**src/rtl/mod_pow2_mul_seq_pkg.sv**
```systemverilog
// Shared definitions for the sequential modular power-of-two scaler.
// Contents:
//   - default data/modulus width and shift-count width
//   - FSM state encoding shared by the top level
//   - helper giving the width of the doubling intermediate (one carry bit)
package mod_pow2_mul_seq_pkg;

    localparam int BITWIDTH_DEF = 16;
    localparam int SHIFT_W_DEF  = 5;

    typedef enum logic [1:0] {
        ST_IDLE = 2'd0,
        ST_RUN  = 2'd1,
        ST_DONE = 2'd2
    } state_e;

    // Doubling a BITWIDTH value needs one extra bit to hold the carry out.
    function automatic int dbl_width(input int bw);
        return bw + 32'sd1;
    endfunction

endpackage

```
**src/rtl/mod_pow2_mul_seq_doubler.sv**
```systemverilog
// mod_doubler: combinational modular doubling, y = (2*x) mod q.
// Ports:
//   x : operand, must satisfy x < q
//   q : modulus
//   y : 2*x mod q
// With x < q < 2^BITWIDTH, 2*x < 2*q, so a single conditional subtract
// brings the result into [0, q-1]. The compare is done at BITWIDTH+1 bits
// so the carry out of the shift is not lost.
module mod_doubler
    import mod_pow2_mul_seq_pkg::*;
#(
    parameter int BITWIDTH = BITWIDTH_DEF
) (
    input  logic [BITWIDTH-1:0] x,
    input  logic [BITWIDTH-1:0] q,
    output logic [BITWIDTH-1:0] y
);

    localparam int TW = dbl_width(BITWIDTH);

    logic [TW-1:0] t_s;
    logic [TW-1:0] qe_s;
    logic [TW-1:0] diff_s;

    // Shift left into the wide intermediate and reduce once if needed.
    always_comb begin
        t_s    = {x, 1'b0};
        qe_s   = {1'b0, q};
        diff_s = t_s - qe_s;
        if (t_s >= qe_s) begin
            y = diff_s[BITWIDTH-1:0];
        end else begin
            y = t_s[BITWIDTH-1:0];
        end
    end

endmodule

```
**src/rtl/mod_pow2_mul_seq.sv**
```systemverilog
// mod_pow2_mul_seq: sequential modular scaler, oData = (iData * 2^iShift) mod iQ.
// One modular doubling per clock, valid/ready handshake on both sides.
// Ports:
//   iClk, iRst (sync active-high), iClr (sync abort, below iRst)
//   iValid/oReady : operand handshake (oReady only in IDLE)
//   iData, iQ, iShift : operand, modulus, doubling count (sampled at acceptance)
//   oValid/iReady : result handshake; oData registered, held after pop
//   oBusy  : high while an operation is in RUN or DONE
module mod_pow2_mul_seq
    import mod_pow2_mul_seq_pkg::*;
#(
    parameter int BITWIDTH = BITWIDTH_DEF,
    parameter int SHIFT_W  = SHIFT_W_DEF
) (
    input  logic                iClk,
    input  logic                iRst,
    input  logic                iClr,
    input  logic                iValid,
    output logic                oReady,
    input  logic [BITWIDTH-1:0] iData,
    input  logic [BITWIDTH-1:0] iQ,
    input  logic [SHIFT_W-1:0]  iShift,
    output logic                oValid,
    input  logic                iReady,
    output logic [BITWIDTH-1:0] oData,
    output logic                oBusy
);

    state_e              state_q, state_d;
    logic [BITWIDTH-1:0] acc_q,   acc_d;
    logic [BITWIDTH-1:0] q_q,     q_d;
    logic [SHIFT_W-1:0]  count_q, count_d;
    logic                valid_q, valid_d;
    logic [BITWIDTH-1:0] data_q,  data_d;

    logic [BITWIDTH-1:0] pre_s;
    logic [BITWIDTH-1:0] dbl_s;

    mod_doubler #(
        .BITWIDTH (BITWIDTH)
    ) u_doubler (
        .x (acc_q),
        .q (q_q),
        .y (dbl_s)
    );

    // Single pre-reduction of the incoming operand (valid because iData < 2*iQ).
    always_comb begin
        if (iData >= iQ) begin
            pre_s = iData - iQ;
        end else begin
            pre_s = iData;
        end
    end

    // Next-state and datapath update for the IDLE/RUN/DONE sequencer.
    always_comb begin
        state_d = state_q;
        acc_d   = acc_q;
        q_d     = q_q;
        count_d = count_q;
        valid_d = valid_q;
        data_d  = data_q;
        case (state_q)
            ST_IDLE: begin
                if (iValid) begin
                    q_d     = iQ;
                    count_d = iShift;
                    acc_d   = pre_s;
                    if (iShift != {SHIFT_W{1'b0}}) begin
                        state_d = ST_RUN;
                    end else begin
                        // Zero shift: the pre-reduced operand is the result.
                        state_d = ST_DONE;
                        valid_d = 1'b1;
                        data_d  = pre_s;
                    end
                end else begin
                    state_d = ST_IDLE;
                end
            end
            ST_RUN: begin
                acc_d   = dbl_s;
                count_d = count_q - SHIFT_W'(1);
                if (count_q == SHIFT_W'(1)) begin
                    // Last doubling: publish its result directly.
                    state_d = ST_DONE;
                    valid_d = 1'b1;
                    data_d  = dbl_s;
                end else begin
                    state_d = ST_RUN;
                end
            end
            ST_DONE: begin
                if (iReady) begin
                    state_d = ST_IDLE;
                    valid_d = 1'b0;
                end else begin
                    state_d = ST_DONE;
                end
            end
            default: begin
                state_d = ST_IDLE;
                valid_d = 1'b0;
            end
        endcase
    end

    // State and datapath registers; clear behaves exactly like reset.
    always_ff @(posedge iClk) begin
        if (iRst) begin
            state_q <= ST_IDLE;
            acc_q   <= {BITWIDTH{1'b0}};
            q_q     <= {BITWIDTH{1'b0}};
            count_q <= {SHIFT_W{1'b0}};
            valid_q <= 1'b0;
            data_q  <= {BITWIDTH{1'b0}};
        end else if (iClr) begin
            state_q <= ST_IDLE;
            acc_q   <= {BITWIDTH{1'b0}};
            q_q     <= {BITWIDTH{1'b0}};
            count_q <= {SHIFT_W{1'b0}};
            valid_q <= 1'b0;
            data_q  <= {BITWIDTH{1'b0}};
        end else begin
            state_q <= state_d;
            acc_q   <= acc_d;
            q_q     <= q_d;
            count_q <= count_d;
            valid_q <= valid_d;
            data_q  <= data_d;
        end
    end

    assign oReady = (state_q == ST_IDLE);
    assign oBusy  = (state_q == ST_RUN) || (state_q == ST_DONE);
    assign oValid = valid_q;
    assign oData  = data_q;

endmodule
```
**config.mk**
```make
export PLATFORM = sky130hd
export DESIGN_NAME = mod_pow2_mul_seq
export DESIGN_NICKNAME = d
export VERILOG_FILES = /design/src/rtl/mod_pow2_mul_seq_pkg.sv /design/src/rtl/mod_pow2_mul_seq_doubler.sv /design/src/rtl/mod_pow2_mul_seq.sv
export SDC_FILE = /design/constraint.sdc
export NUM_CORES = 1
export LEC_CHECK = 0
export BUFFER_PORTS_ARGS = -buffer_cell sky130_fd_sc_hd__buf_2
export CELL_PAD_IN_SITES_DETAIL_PLACEMENT = 2
export CELL_PAD_IN_SITES_GLOBAL_PLACEMENT = 2
export CORE_ASPECT_RATIO = 1.1
export CORE_UTILIZATION = 34
export CTS_CLUSTER_SIZE = 8
export DETAILED_ROUTE_END_ITERATION = 10
export GPL_TIMING_DRIVEN = 0
export PLACE_DENSITY_LB_ADDON = 0.1
export SYNTH_ARGS = -nofsm -noshare
export SYNTH_HDL_FRONTEND = slang
export SYNTH_HIERARCHICAL = 1
export SYNTH_SLANG_ARGS = --single-unit
```
**constraint.sdc**
```tcl
create_clock -name iClk -period 4.4 [get_ports iClk]
set_input_delay 0.22 -clock iClk [delete_from_list [all_inputs] [get_ports iClk]]
set_output_delay 0.22 -clock iClk [all_outputs]
set_load 0.05 [all_outputs]
```
==> impl_metrics.py <==
metrics = {
    "outcome": {
        "status": "finished clean",
    },
    "sta": {
        "period_needed_ns": 3.724,
        "finClkSkew_ns": 0.007452,
        "rsz0062_at_grt": "false",
        "worstMarginPinSlew_ns": 0.6963,
        "final-setup-viol-count": 0,
        "timing.slew.headroom_pct": 53.58,
        "final.setup.tns_ns": 0,
        "timing.fmax_mhz": 268.5,
        "hold_viol_final": 0,
        "maxSlewViolCount": 0,
        "finalCritPeriodShare_pct": 84.64,
    },
    "hold_path": {
        "worstHoldStart": "iQ[9]",
        "holdPathEnd": "q_q[9]$_SDFFE_PP0P_",
        "hold_depth": 3,
        "worst_hold_path_type": "in -> reg",
    },
    "placement": {
        "port-buffer-count": 60,
        "gp_congestion": 0.8375,
        "placed_area_um2": 5368,
        "post-dp-hpwl_um": 15960,
    },
    "pwr": {
        "power_mw": 1.881,
        "power.switching_mw": 0.6655,
        "clock_power_share_pct": 31.1,
        "p_leak_nw": 2.353,
        "seq_power_share_pct": 28.6,
        "peakVddDrop_mv": 0.1431,
        "p_sw_share_pct": 35.39,
        "p_int_mw": 1.215,
        "combPwrFrac_pct": 40.3,
        "p_per_area_nw_per_um2": 336.9,
    },
    "worst_setup_path": {
        "critPathMaxStageDelay_ns": 0.41,
        "critPathMaxFanout": 10,
        "crit_path_top_delay_cell": "a21oi_2",
        "critPathLaunchType": "flip-flop",
        "r2r_start": "q_q[11]$_SDFFE_PP0P_",
        "r2r-end": "oData[12]$_SDFFE_PP0P_",
        "critical_path.cell_chain": "inv_1, ha_1, clkbuf_1, nand2_1, nor3_1, a21boi_0, a311oi_2, a21oi_2, buf_6, mux2_4, or3_1, o21ai_0, a311oi_1",
        "rr_worst_depth": 13,
        "rrSetupSlack_ns": 0.68,
        "cp.required_ns": 4.55,
        "startpoint": "q_q[11]$_SDFFE_PP0P_",
        "crit_type": "reg -> reg",
        "crit_family": "compound AO/OA/AOI/OAI gates",
        "critPathCaptureType": "flip-flop",
        "cp.buffers_inverters": 3,
        "cp_data_arrival_time_ns": 3.88,
        "path_depth": 13,
    },
    "yosys": {
        "synthCells": 642,
        "yosysTopAreaCellShare_pct": 23.20,
        "syn_avg_cell_area_um2": 7.527,
        "async_flop_share_pct": 0,
        "yosysSeqAreaShare_pct": 23.20,
        "synth_top_area_cell": "dfxtp_1",
        "synthFlopType": "dfxtp_1",
        "synth_area_um2": 4832,
        "ys_seq_elements": 56,
        "synth_fp_nets": 724,
        "synthTopCellsByArea": "dfxtp_1 23%, ha_1 9.8%, a21oi_1 6.1%",
        "synth_warnings": 6,
        "synth_edf_count": 0,
        "synth.distinct_cells": 72,
    },
    "detailed_routing": {
        "postRouteAntennaNets": 0,
        "finalWirelength_um": 19030,
        "routedWlPerCell_um": 21.19,
        "drt_first_pass_iters": 4,
        "first_iter_violations": 242,
        "vias": 5129,
        "drcViolationCount": 0,
        "avgViaCountPerCell": 5.712,
    },
    "clock_tree": {
        "cts_root_buf": "clkbuf_16",
        "cts_hold_buf": 0,
        "clock_sinks": 56,
        "post_cts_buffers": 0,
        "clk_pin_slew_ns": 0.08,
        "h-tree-depth": 2,
        "cts_buffers": 5,
        "cts_buffer_depth": 2,
        "cts_tree": "done",
        "clk_latency_ns": 0.30,
        "postCtsResizedCells": 0,
    },
    "die": {
        "die_area_um2": 14690,
        "die_w_um": 115.7,
        "initial_core_util_pct": 34.89,
        "coreArea_um2": 13850,
        "rows": 45,
        "die_h_um": 127.0,
        "top_level_ports": 61,
    },
    "layout": {
        "antennaDiodeCount": 0,
        "layout_commonest_cell": "nand2_1",
        "postLayoutCellArea_um2": 5583,
        "fillers": 1665,
        "drive_gt1_share_pct": 14.65,
        "layout_common_cells": "68 x nand2_1, 67 x buf_2, 59 x a21oi_1",
        "synthToLayoutAreaGrowth_pct": 15.54,
        "utilization_pct": 40.31,
        "fin_nets": 791,
    },
    "global_routing": {
        "antenna_found_initial": 0,
        "overflow": 0,
        "grt_pass1_vias": 5401,
        "track_usage_pct": 26.71,
        "grt_max_degree": 18,
        "grt_pass1_wl_um": 29810,
    },
    "run": {
        "max_cap_violations": 0,
    },
}
[power groups by stage]
stage / Sequential (mW) / Combinational, mW / Clock (mW)
after floorplan: 0.548 / 0.536 / 0
after global placement: 0.549 / 0.722 / 0
after detailed placement: 0.550 / 0.748 / 0
after CTS: 0.539 / 0.756 / 0.591
after global routing: 0.541 / 0.823 / 0.606
final: 0.539 / 0.758 / 0.584
[layer usage]
layer / global-route usage [%] / up-vias / share of wire [%]
met2: 48.05 / 68 / 50
li1: - / 2486 / -
met4: 5.581 / 0 / 0.95
met1: 34.90 / 2562 / 46
met5: 0 / - / 0
met3: 1.613 / 13 / 2.5
[registers in the layout (all words and copies together), names as in the netlist]
name and count:
state_q 2, acc_q 16, oValid 1, q_q 16, count_q 5, oData 16
[worst max-delay path by stage]
stage | endpoint | slack, ns
6_report | oData[12]$_SDFFE_PP0P_ | 0.68
5_1_grt | oData[12]$_SDFFE_PP0P_ | 0.47
4_1_cts | oData[12]$_SDFFE_PP0P_ | 0.64
3_3_place_gp | oData[12]$_SDFFE_PP0P_ | 0.83
3_5_place_dp | oData[12]$_SDFFE_PP0P_ | 0.67
2_1_floorplan | oData[12]$_SDFFE_PP0P_ | 1.36
[synthesized netlist by cell type, drive strengths merged, types with 3 or more instances]
cell type  instances
nor2b              7
inv               49
clkbuf            27
mux2i              4
a311oi             4
xor2               4
a211oi            15
a21o              13
or4                4
a31oi              7
ha                38
o21a               8
nor3              19
o211a              3
o311ai             4
mux2              11
o31ai             20
o21ai             37
buf               12
nand3             28
and3              14
a21oi             61
xnor2             13
a221oi             5
o41ai              5
dfxtp             56
and4               3
and2               7
a2111oi            3
nor2              38
o211ai             5
nand2             69
o22ai              5
a221o              3
or3                5
nor4               4
[kinds of logic (layout without fill, tap and decap cells)]
logic type | after synthesis | count (layout) | synth area share, %
AND/OR/NAND/NOR | 207 | 207 | 20.79
XOR/XNOR | 17 | 17 | 3.081
flip-flops | 56 | 56 | 23.20
adder cells (fa/ha/maj) | 40 | 40 | 10.67
multiplexers | 15 | 15 | 3.858
AO/OA/AOI/OAI | 219 | 219 | 31.15
buffers and inverters | 88 | 156 | 7.250
[area by class of cell]
type	count	area [um2]	share of cell area [%]
multi-input cells	498	3361	60.20
flip-flops and latches	56	1121	20.08
repair buffers	60	300.3	5.379
well taps	188	235.2	4.213
inverters	49	183.9	3.294
plain buffers	39	166.4	2.981
clock buffers	5	125.1	2.241
clock inverters	3	90.09	1.614
[worst register-to-register path, stage by stage, from the launching register on]
cell and delay (ns):
dfxtp_1 0.34, inv_1 0.10, ha_1 0.30, clkbuf_1 0.35, nand2_1 0.16, nor3_1 0.29
a21boi_0 0.34, a311oi_2 0.14, a21oi_2 0.41, buf_6 0.24, mux2_4 0.33, or3_1 0.37
o21ai_0 0.10, a311oi_1 0.08
[stage by stage]
step	std cells	hold slack [ns]	worst slack, ns
after global placement	890	0.4474	0.8331
after detailed placement	890	0.4567	0.6703
after global routing	898	0.1829	0.4679
after floorplan	642	0.3560	1.355
after CTS	898	0.1637	0.6380
final	898	0.1625	0.6760
Note: power is estimated with default switching activity, not from simulation.
